### src/rtl/systolic_feed_ctrl.sv
// rtl/systolic_feed_ctrl.sv - diagonal-skew row feed sequencer for an N x N systolic multiplier
module systolic_feed_ctrl #(
    parameter int N = 4,
    parameter int K = 8
) (
    input  logic                     clk,
    input  logic                     reset,
    input  logic                     start_i,
    input  logic [$clog2(K+1)-1:0]   k_len_i,
    output logic                     busy_o,
    output logic                     done_o,
    output logic [N-1:0]             shift_o,
    output logic [N-1:0]             zero_o,
    output logic                     acc_clr_o,
    output logic                     acc_en_o
);
    localparam int CW  = $clog2(K + 2 * N);
    localparam int CW1 = CW + 1;
    localparam int LW  = $clog2(K + 1);

    typedef enum logic [1:0] {
        S_IDLE,
        S_RUN,
        S_DONE
    } state_t;

    state_t          r_state;
    state_t          w_state_nxt;
    logic [CW-1:0]   r_t;
    logic [CW-1:0]   w_t_nxt;
    logic [LW-1:0]   r_len;
    logic [LW-1:0]   w_len_nxt;
    logic [LW-1:0]   w_len_clamp;
    logic [CW-1:0]   w_t_last;
    logic [N-1:0]    w_shift;
    logic            r_rst_hold;

    always_ff @(posedge clk) begin
        if (reset) begin
            r_state    <= S_IDLE;
            r_t        <= '0;
            r_len      <= '0;
            r_rst_hold <= 1'b1;
        end else begin
            r_state    <= w_state_nxt;
            r_t        <= w_t_nxt;
            r_len      <= w_len_nxt;
            r_rst_hold <= 1'b0;
        end
    end

    always_comb begin
        w_state_nxt = r_state;
        w_t_nxt     = r_t;
        w_len_nxt   = r_len;
        w_len_clamp = (k_len_i > LW'(K)) ? LW'(K) : k_len_i;
        // Last step index T-1 = L + 2N - 2
        w_t_last    = CW'(r_len) + CW'(2 * N - 2);

        case (r_state)
            S_IDLE: begin
                if (start_i) begin
                    if (w_len_clamp != '0) begin
                        w_len_nxt   = w_len_clamp;
                        w_t_nxt     = '0;
                        w_state_nxt = S_RUN;
                    end else begin
                        w_state_nxt = S_DONE;
                    end
                end
            end
            S_RUN: begin
                if (r_t == w_t_last) begin
                    w_t_nxt     = '0;
                    w_state_nxt = S_DONE;
                end else begin
                    w_t_nxt = r_t + CW'(1);
                end
            end
            S_DONE: begin
                w_state_nxt = S_IDLE;
            end
            default: begin
                w_state_nxt = S_IDLE;
            end
        endcase

        // Row r owns the window r <= t < r + L
        w_shift = '0;
        for (int r = 0; r < N; r++) begin
            w_shift[r] = (r_state == S_RUN) && (r_t >= CW'(r)) &&
                         (CW1'(r_t) < (CW1'(r) + CW1'(r_len)));
        end

        shift_o   = w_shift;
        // The cycle right after a reset shows every output low, lane zeroing included
        zero_o    = r_rst_hold ? '0 : ~w_shift;
        busy_o    = (r_state == S_RUN) || (r_state == S_DONE);
        done_o    = (r_state == S_DONE);
        acc_en_o  = (r_state == S_RUN);
        acc_clr_o = (r_state == S_RUN) && (r_t == '0);
    end
endmodule

### config.mk
export PLATFORM = sky130hd
export DESIGN_NAME = systolic_feed_ctrl
export DESIGN_NICKNAME = d
export VERILOG_FILES = /design/src/rtl/systolic_feed_ctrl.sv
export SDC_FILE = /design/constraint.sdc
export NUM_CORES = 1
export LEC_CHECK = 0
export CAP_MARGIN = 20
export CORE_ASPECT_RATIO = 0.8
export CORE_MARGIN = 4
export CORE_UTILIZATION = 55
export DETAILED_ROUTE_END_ITERATION = 16
export PLACE_DENSITY_LB_ADDON = 0.25
export SKIP_CTS_REPAIR_TIMING = 1
export SYNTH_ARGS = -nofsm -noshare
export SYNTH_HDL_FRONTEND = slang
export SYNTH_SLANG_ARGS = --single-unit
### constraint.sdc
create_clock -name clk -period 5.8 [get_ports clk]
set_input_delay 1.16 -clock clk [delete_from_list [all_inputs] [get_ports clk]]
set_output_delay 1.16 -clock clk [all_outputs]
set_load 0.02 [all_outputs]
* After elaboration in Yosys (flattened, before gate mapping)
Index checks and enable logic that the tools add are counted.
** Operators by class
- Reductions and logical operators :: 17
- $lt $le $gt $ge :: 9
- Shift-type cells :: 0
- Multiplexer cells :: 11
- Div/mod/pow operators :: 0
- Add/subtract/negate cells :: 5
- $mul :: 0
- Equal/unequal tests :: 6
- Bitwise logic cells :: 1
** Operator list (number)
- $mux W4 :: 5
- $lt A4 B5 Y1 :: 3
- $add A2 B4 Y5 const A :: 2
- $logic_and A1 B1 Y1 :: 9
- $ge A4 B1 Y1 const B :: 2
- $ge A4 B2 Y1 const B :: 2
- $pmux W4 S2 :: 1
- $mux W2 :: 3
- $reduce_and A3 Y1 :: 2
- $add A1 B4 Y5 const A :: 1
- $add A4 B1 Y4 const B :: 1
- $add A4 B3 Y4 const B :: 1
- $eq A4 B4 Y1 :: 1
- $gt A4 B4 Y1 const B :: 1
- $logic_not A4 Y1 :: 1
- $lt A4 B4 Y1 :: 1
- $ne A2 B2 Y1 const B :: 2
- $not A4 Y4 :: 1
- $pmux W2 S2 :: 1
- $reduce_bool A4 Y1 :: 1
- $eq A2 B1 Y1 const B :: 1
- $eq A2 B2 Y1 const B :: 1
- $logic_not A2 Y1 :: 1
- $ne A2 B1 Y1 const B :: 1
- other kinds (4) :: 4
** Word-level totals
- Bits in read-only memories :: 0
- Flip-flop bits (word level) :: 11
- Bits in latches :: 0
- Memories :: 0
- Word-level logic and storage cells :: 53
- Output and inout bits :: 12
- Memory bits (writable) :: 0

* Depth between registers and ports, before layout
Gate-level depths: netlist of run 1.
- Depth in word-level cells :: 6
- Mapped depth :: 8
- Depth with buffers taken out :: 8

* Worst setup path after synthesis of run 1
OpenSTA, ideal clock, no wires.
- Kind :: register -> output
- Start :: register r_len[1]
- End :: output port shift_o[3]
- Path buffers :: 0
- Required time :: 4640 ps
- Data arrival time :: 1958 ps
- Stages on the path, launching flop included :: 8
- Slack :: 2682 ps
- Cell sequence :: dfxtp_1 > inv_1 > ha_1 > ha_1 > nor2b_1 > o21a_1 > o21a_1 > o21ai_0
** On the way
- Longest elaborated chain between the ends :: 3
** RTL lines
- start: declaration :: line 31 : logic [LW-1:0] r_len;
- start signal: assignment :: line 47 : r_len <= w_len_nxt;
- $add A2 B4 Y5 :: line 92 : (CW1'(r_t) < (CW1'(r) + CW1'(r_len)));
- $lt A4 B5 Y1 :: line 92
- $logic_and A1 B1 Y1 :: line 91 : w_shift[r] = (r_state == S_RUN) && (r_t >= CW'(r)) &&
- end: declaration :: line 12 : output logic [N-1:0] shift_o,
No other way between the ends.

* Worst setup path after layout of run 1
- Start :: register r_len[1]
- End :: output port shift_o[1]
** On the way
- Longest elaborated chain between the ends :: 3
** RTL lines (line)
- $add A1 B4 Y5 :: 92
- $lt A4 B5 Y1 :: 92
- $logic_and A1 B1 Y1 :: 91
No other way between the ends.

==> flow_summary.json, run 1 <==
{
  "status": "finished clean",
  "port_buffers": 18,
  "viasPerCell": 6.01,
  "clk_path_buf_depth": 2,
  "fin_skew_ns": 0.00261,
  "syn_inst": 136,
  "die_area_um2": 3000,
  "wirelength_um": 2670,
  "floorplan.rows": 14,
  "seq_area_frac_synth": 0.184,
  "r2r_cells": 6,
  "grt_pass1_wl_um": 4580,
  "clkTransAtPathRegs_ns": 0.07,
  "synth_flop_cell": "dfxtp_1",
  "detail_route.wl_per_cell_um": 15.1,
  "overflow": 0,
  "mostFrequentLayoutCell": "ha_1",
  "cts_made_buffers": 3,
  "r2r_slack_ns": 3.62,
  "ant_nets": 0,
  "netlist_area_um2": 1200,
  "areaGrowthSynthToFinish_pct": 16.1,
  "start_util": 0.606,
  "grt_pass1_vias": 1035,
  "critPathLaunchType": "flip-flop",
  "htreeDepth": 1,
  "power.switching_uw": 82.6,
  "clock_latency_ns": 0.26,
  "place_hpwl_um": 2150,
  "place_congestion": 0.821,
  "cts_tree": "yes",
  "crit_arrival_ns": 2.84,
  "syn_nets": 169,
  "cts_sinks": 11,
  "min-delay-path-class": "flip-flop to flip-flop",
  "maxSlewViolCount": 0,
  "startpoint": "r_len[1]",
  "clock-root-buffer": "clkbuf_4",
  "die_y_um": 49.8,
  "ir_drop_v": 0.000133,
  "cp_max_fo": 5,
  "ys_warn_count": 0,
  "yosysUniqueCellTypes": 40,
  "top_layer_used": "met4",
  "timing.final.crit_share": 0.689,
  "nNetsFinal": 186,
  "slew_headroom": 0.632,
  "avgSynthCellArea_um2": 8.81,
  "die_x_um": 60.2,
  "worstSetupEndpointType": "primary output",
  "wl_met1_um": 1270,
  "drt_iter0_drc": 21,
  "synth-seq-cells": 11,
  "wl_met2_um": 1240,
  "layout.core_utilization": 0.703,
  "layout_common_cells": "26 x ha_1, 18 x clkdlybuf4s50_1, 13 x inv_1",
  "num_antenna_cells": 0,
  "p_per_area_nw_per_um2": 166,
  "io_pins": 19,
  "sw_frac_of_total": 0.357,
  "num_vias": 1058,
  "path_class": "flip-flop to primary output",
  "synth_edf_count": 0,
  "drc_errors": 0,
  "synthArstFlopShare": 0,
  "regToRegStartpoint": "r_len[2]",
  "final-hold-violation-count": 0,
  "p_clk_frac": 0.223,
  "finalSetupViolCount": 0,
  "grt_max_degree": 16,
  "fmax_mhz": 250,
  "antenna_found_initial": 0,
  "worst_pin_slew_ns": 0.547,
  "worstPathRequired_ns": 4.64,
  "fill_cells": 154,
  "track_usage": 0.197,
  "core_area_um2": 1980,
  "p_int_uw": 149,
  "rsz0062_at_grt": "false",
  "layout_min_cycle_time_ns": 4.00,
  "combPwrFrac": 0.404,
  "r2r_end": "r_t[2]",
  "wl_met3_um": 148,
  "p_leak_uw": 0.000569,
  "endpoint": "shift_o[1]",
  "pwr-share-seq": 0.373,
  "cap_violations": 0,
  "drive_gt1_frac": 0.0658,
  "firstDrtPassIters": 4,
  "tns_ns": 0
}
[registers in the layout (all words and copies together), names as in the netlist]
name / cells
r_t: 4
r_rst_hold: 1
r_state: 2
r_len: 4
[logic make-up after synthesis]
| family | synth area share |
|---|---|
| simple gates | 0.204 |
| compound gates | 0.201 |
| fa+ha+maj | 0.271 |
| buf+inv | 0.0772 |
| flops | 0.184 |
| xor+xnor | 0.0626 |
[worst max-delay path: stages (launching register included)]
cell and delay, ns:
dfxtp_1 0.44, inv_1 0.17, ha_1 0.33, inv_1 0.04, ha_1 0.26, nor2b_1 0.13
o21a_1 0.17, o21ai_0 0.28, a21o_1 0.16, clkdlybuf4s50_1 0.59
[Yosys cell counts (2+ instances only)]
| library cell | count | area [µm²] |
|---|---|---|
| a211oi_1 | 2 | 15.0 |
| a21o_1 | 2 | 15.0 |
| a21oi_1 | 10 | 50.1 |
| clkbuf_1 | 3 | 11.3 |
| clkbuf_8 | 2 | 27.5 |
| dfxtp_1 | 11 | 220 |
| ha_1 | 26 | 325 |
| inv_1 | 13 | 48.8 |
| nand2_1 | 8 | 30.0 |
| nand3_1 | 4 | 20.0 |
| nand3b_1 | 2 | 15.0 |
| nand4b_1 | 4 | 35.0 |
| nor2_1 | 3 | 11.3 |
| nor2b_1 | 5 | 31.3 |
| nor3_1 | 2 | 10.0 |
| nor4b_1 | 3 | 26.3 |
| o21a_1 | 4 | 30.0 |
| o21ai_0 | 3 | 15.0 |
| o41ai_1 | 2 | 17.5 |
| or2_2 | 2 | 12.5 |
| or4_1 | 2 | 15.0 |
| xnor2_1 | 5 | 43.8 |
[layer usage]
metal	vias up	track usage
met5	-	0
met4	0	0.0221
met3	2	0.0392
met2	28	0.315
met1	499	0.278
li1	529	-
[final cells by class]
| class | count | area, µm² | area share |
|---|---|---|---|
| clock buffers | 4 | 26.3 | 0.0189 |
| well taps | 24 | 30.0 | 0.0216 |
| flip-flops and latches | 11 | 220 | 0.158 |
| inverters | 13 | 48.8 | 0.0351 |
| multi-input cells | 106 | 886 | 0.637 |
| repair buffers | 18 | 180 | 0.129 |
[per-stage QoR]
step	hold WS, ns	cells	power (µW)	area, µm²	setup slack (ns)
after floorplan	0.481	136	150	1200	2.68
after global placement	0.522	172	178	1370	2.23
after detailed placement	0.536	172	182	1370	2.10
after CTS	0.546	176	233	1390	1.81
after global routing	0.578	176	249	1390	1.64
final	0.544	176	232	1390	1.80
[power by group through the flow]
| stage | clock, µW | sequential [µW] | combinational [µW] |
|---|---|---|---|
| 2_1_floorplan | 0 | 86.0 | 64.4 |
| 3_3_place_gp | 0 | 87.9 | 90.4 |
| 3_5_place_dp | 0 | 88.1 | 93.5 |
| 4_1_cts | 52.8 | 86.4 | 93.8 |
| 5_1_grt | 57.7 | 87.1 | 104 |
| 6_report | 51.6 | 86.4 | 93.6 |
[worst min-delay path by stage]
stage / from / endpoint / slack, ns / cells past startpoint
CTS: r_state[1] / r_state[1] / 0.55 / 2
floorplan: r_len[1] / r_len[1] / 0.48 / 2
global route: r_len[1] / r_len[1] / 0.58 / 2
finish: r_state[1] / r_state[1] / 0.54 / 2
global placement: r_t[0] / r_t[0] / 0.52 / 2
detailed placement: r_state[1] / r_state[1] / 0.54 / 2
Note: power is estimated with default switching activity, not from simulation.
==> run 2, diff against run 1 <==
Settings changed: CORE_UTILIZATION 55 to 53.
Clock period 5.8 ns to 4.1 ns, I/O delays scaled along.
==> run 2 against run 1 <==
Effect of this change:
- worst hold slack worse by 0.023 ns
- first-iteration DRC count is 110% higher
- non-clock buffer count unchanged
- global-route usage down 1.0 points
- highest routed layer unchanged
- critical path depth fell by 3
- sequential power grew 41%
==> flow_summary.json, run 2 (synthesis results as in run 1) <==
{
  "p_int_uw": 211,
  "top_regs": "r_len x4, r_t x4, r_state x2",
  "clock-root-buffer": "clkbuf_4",
  "placed_cells_incl_taps": 173,
  "wirelength_um": 2480,
  "worst_pin_slew_ns": 0.740,
  "core_area_um2": 2160,
  "detail_route.wl_per_cell_um": 14.0,
  "slew_headroom": 0.500,
  "num_vias": 1004,
  "fill_cells": 197,
  "r2r_cells": 6,
  "start_util": 0.555,
  "die_y_um": 50.5,
  "areaGrowthSynthToFinish_pct": 16.2,
  "regToRegStartpoint": "r_len[2]",
  "maxSlewViolCount": 0,
  "rsz0062_at_grt": "false",
  "firstDrtPassIters": 4,
  "clock_latency_ns": 0.28,
  "die_x_um": 61.2,
  "r2r_end": "r_t[2]",
  "drc_errors": 0,
  "cp_max_fo": 10,
  "worstSetupEndpointType": "primary output",
  "p_leak_uw": 0.000569,
  "layout_min_cycle_time_ns": 3.61,
  "layout_common_cells": "26 x ha_1, 18 x clkdlybuf4s50_1, 13 x inv_1",
  "grt_pass1_vias": 942,
  "overflow": 0,
  "mostFrequentLayoutCell": "ha_1",
  "port_buffers": 18,
  "die_area_um2": 3090,
  "place_congestion": 0.841,
  "place_area_um2": 1370,
  "cts_tree": "yes",
  "floorplan.rows": 15,
  "final-hold-violation-count": 0,
  "ir_drop_v": 0.000201,
  "htreeDepth": 1,
  "antenna_found_initial": 0,
  "status": "finished clean",
  "cts_sinks": 11,
  "num_antenna_cells": 0,
  "ant_nets": 0,
  "place_hpwl_um": 1960,
  "sw_frac_of_total": 0.358,
  "nNetsFinal": 186,
  "fmax_mhz": 277,
  "grt_max_degree": 16,
  "cap_violations": 0,
  "r2r_slack_ns": 1.98,
  "p_clk_frac": 0.233,
  "clk_path_buf_depth": 2,
  "viasPerCell": 5.67,
  "fin_skew_ns": 0.00429,
  "min-delay-path-class": "flip-flop to flip-flop",
  "cts_made_buffers": 3,
  "drive_gt1_frac": 0.0658,
  "layout.core_utilization": 0.645,
  "path_class": "flip-flop to primary output",
  "clkTransAtPathRegs_ns": 0.07,
  "finalSetupViolCount": 0,
  "track_usage": 0.187,
  "critPathLaunchType": "flip-flop",
  "startpoint": "r_t[1]",
  "worstPathRequired_ns": 3.28,
  "io_pins": 19,
  "tns_ns": 0,
  "crit_arrival_ns": 2.79,
  "final_area_um2": 1390,
  "finalNonFillerCells": 177,
  "timing.final.crit_share": 0.881,
  "p_per_area_nw_per_um2": 236,
  "endpoint": "zero_o[1]",
  "combPwrFrac": 0.397,
  "grt_pass1_wl_um": 4290,
  "power.switching_uw": 118,
  "pwr-share-seq": 0.370,
  "drt_iter0_drc": 44
}
## run 2: cell counts in the layout (fill, tap and decap cells not counted)
Identical to the previous run, type by type.
## run 2: stage by stage
step           power, µW  worst slack [ns]  hold WS, ns
3_5_place_dp         255             0.839        0.506
4_1_cts              331             0.505        0.518
6_report             329             0.488        0.521
5_1_grt              353             0.363        0.558
2_1_floorplan        213              1.32        0.481
3_3_place_gp         251             0.844        0.499
## run 2: layout make-up
type                    instances  area [µm²]  share of cell area
well taps                      25        31.3              0.0225
multi-input cells             106         886               0.636
clock buffers                   4        26.3              0.0189
repair buffers                 18         180               0.129
flip-flops and latches         11         220               0.158
inverters                      13        48.8              0.0350
## run 2: metal layers
metal	GRT usage	up-vias	share of wire
met1	0.268	468	0.52
met3	0.0617	4	0.028
met2	0.266	12	0.44
li1	-	520	-
met4	0.0433	0	0.0097
met5	0	-	0
## run 2: power groups by stage
stage / sequential [µW] / clock [µW] / combinational (µW)
2_1_floorplan: 122 / 0 / 91.1
3_3_place_gp: 124 / 0 / 127
3_5_place_dp: 124 / 0 / 130
4_1_cts: 122 / 78.3 / 131
5_1_grt: 123 / 84.4 / 145
6_report: 122 / 76.5 / 130
## run 2: worst min-delay path by stage
stage | from | endpoint | slack [ns] | depth (start not counted)
6_report | r_len[1] | r_len[1] | 0.52 | 2
5_1_grt | r_len[1] | r_len[1] | 0.56 | 2
4_1_cts | r_len[1] | r_len[1] | 0.52 | 2
3_5_place_dp | r_len[1] | r_len[1] | 0.51 | 2
3_3_place_gp | r_len[1] | r_len[1] | 0.50 | 2
2_1_floorplan | r_len[1] | r_len[1] | 0.48 | 2
## run 2: critical path: stages, from the launching register on
cell and delay (ns):
dfxtp_1 0.55, inv_1 0.12, ha_1 0.21, o41ai_1 0.61
nor2_1 0.13, a211oi_1 0.26, clkdlybuf4s50_1 0.63
==> run 3, diff against run 2 <==
Settings changed: PLACE_DENSITY from default to 0.83, PLACE_DENSITY_LB_ADDON 0.25 to default.
==> run 3 against run 2 <==
Effect of this change:
- combinational power is essentially flat
- first-iteration DRC count decreased by 41%
- non-clock buffer count unchanged
- register-to-register slack lost 0.03 ns
- fmax is 0.50% lower
- final cell count did not move
- clock power rose by 3.9%
- cell area is the same
- via count increased by 2.9%
- critical path type unchanged
- highest routed layer unchanged
==> flow_summary.json, run 3 (synthesis results as in run 1) <==
{
  "wirelength_um": 2730,
  "rsz0062_at_grt": "false",
  "die_area_um2": 3090,
  "cp_max_fo": 7,
  "floorplan.rows": 15,
  "place_congestion": 0.820,
  "overflow": 0,
  "final_area_um2": 1390,
  "worstPathRequired_ns": 3.28,
  "clkTransAtPathRegs_ns": 0.08,
  "p_per_area_nw_per_um2": 239,
  "layout_common_cells": "26 x ha_1, 18 x clkdlybuf4s50_1, 13 x inv_1",
  "track_usage": 0.195,
  "final-hold-violation-count": 0,
  "crit_arrival_ns": 2.81,
  "grt_max_degree": 16,
  "start_util": 0.555,
  "fin_skew_ns": 0.00423,
  "clock-root-buffer": "clkbuf_4",
  "clock_latency_ns": 0.28,
  "grt_pass1_vias": 999,
  "cts_tree": "yes",
  "grt_pass1_wl_um": 4540,
  "slew_headroom": 0.551,
  "place_hpwl_um": 2190,
  "crit_path_top_delay_cell": "clkdlybuf4s50_1",
  "r2r_cells": 6,
  "drive_gt1_frac": 0.0658,
  "r2r_slack_ns": 1.95,
  "cts_sinks": 11,
  "layout_min_cycle_time_ns": 3.63,
  "tns_ns": 0,
  "finalSetupViolCount": 0,
  "viasPerCell": 5.84,
  "regToRegStartpoint": "r_len[2]",
  "status": "finished clean",
  "cts_made_buffers": 3,
  "min-delay-path-class": "flip-flop to flip-flop",
  "num_antenna_cells": 0,
  "hold_depth": 2,
  "detail_route.wl_per_cell_um": 15.4,
  "worst_pin_slew_ns": 0.665,
  "drt_iter0_drc": 26,
  "place_area_um2": 1370,
  "critPathMaxStageDelay_ns": 0.59,
  "timing.hold.ws_ns": 0.526,
  "hp-start": "r_len[1]",
  "layout.core_utilization": 0.645,
  "critPathLaunchType": "flip-flop",
  "top_regs": "r_len x4, r_t x4, r_state x2",
  "r2r_end": "r_t[2]",
  "maxSlewViolCount": 0,
  "p_leak_uw": 0.000569,
  "port_buffers": 18,
  "ant_nets": 0,
  "core_area_um2": 2160,
  "areaGrowthSynthToFinish_pct": 16.2,
  "timing.final.crit_share": 0.885,
  "antenna_found_initial": 0,
  "crit_chain": "inv_1 > ha_1 > inv_1 > ha_1 > a21o_1 > a211oi_1 > or2_2 > clkdlybuf4s50_1",
  "drc_errors": 0,
  "fmax_mhz": 275,
  "cap_violations": 0,
  "mostFrequentLayoutCell": "ha_1",
  "worstSetupEndpointType": "primary output",
  "whs_endpoint": "r_len[1]",
  "die_x_um": 61.2,
  "num_vias": 1033,
  "firstDrtPassIters": 4,
  "clk_path_buf_depth": 2,
  "io_pins": 19,
  "path_class": "flip-flop to primary output",
  "ir_drop_v": 0.000283,
  "htreeDepth": 1,
  "die_y_um": 50.5,
  "nNetsFinal": 186
}
run 3: worst max-delay path, delay by kind of cell (launching register included):
kind | cells | cell delay (ns)
buf+inv | 3 | 0.79
fa+ha+maj | 2 | 0.61
flops | 1 | 0.49
compound gates | 2 | 0.47
simple gates | 1 | 0.16
run 3: worst max-delay path by stage:
stage                  start    endpoint  slack [ns]
global route        r_len[2]  shift_o[2]        0.33
finish              r_len[2]  shift_o[2]        0.47
detailed placement  r_len[2]  shift_o[2]        0.79
CTS                 r_len[2]  shift_o[2]        0.46
floorplan           r_len[1]  shift_o[3]        1.32
global placement    r_len[2]  shift_o[2]        0.85
run 3: area by class of cell:
cell class / count / area (µm²)
multi-input combinational: 106 / 886
inverter: 13 / 48.8
clock buffer: 4 / 26.3
tap: 25 / 31.3
timing repair buffer: 18 / 180
fill: 199 / 766
sequential: 11 / 220
run 3: through the flow:
step / cells / setup WS (ns) / total power (µW)
after floorplan: 136 / 1.32 / 213
after global placement: 173 / 0.848 / 250
after detailed placement: 173 / 0.785 / 256
after CTS: 177 / 0.465 / 335
after global routing: 177 / 0.333 / 355
final: 177 / 0.470 / 333
run 3: power breakdown:
part | switching (µW) | internal (µW) | leakage [µW]
combinational | 71.5 | 60.1 | 0.000464
clock | 41.6 | 37.8 | 0.0000150
sequential | 8.67 | 113 | 0.0000898
run 3: metal layers:
metal,global-route usage,up-vias,routed length (µm)
met5,0,-,0
met4,0.0542,0,18
met3,0.0463,2,71
met2,0.319,13,1350
met1,0.252,495,1290
li1,-,523,-
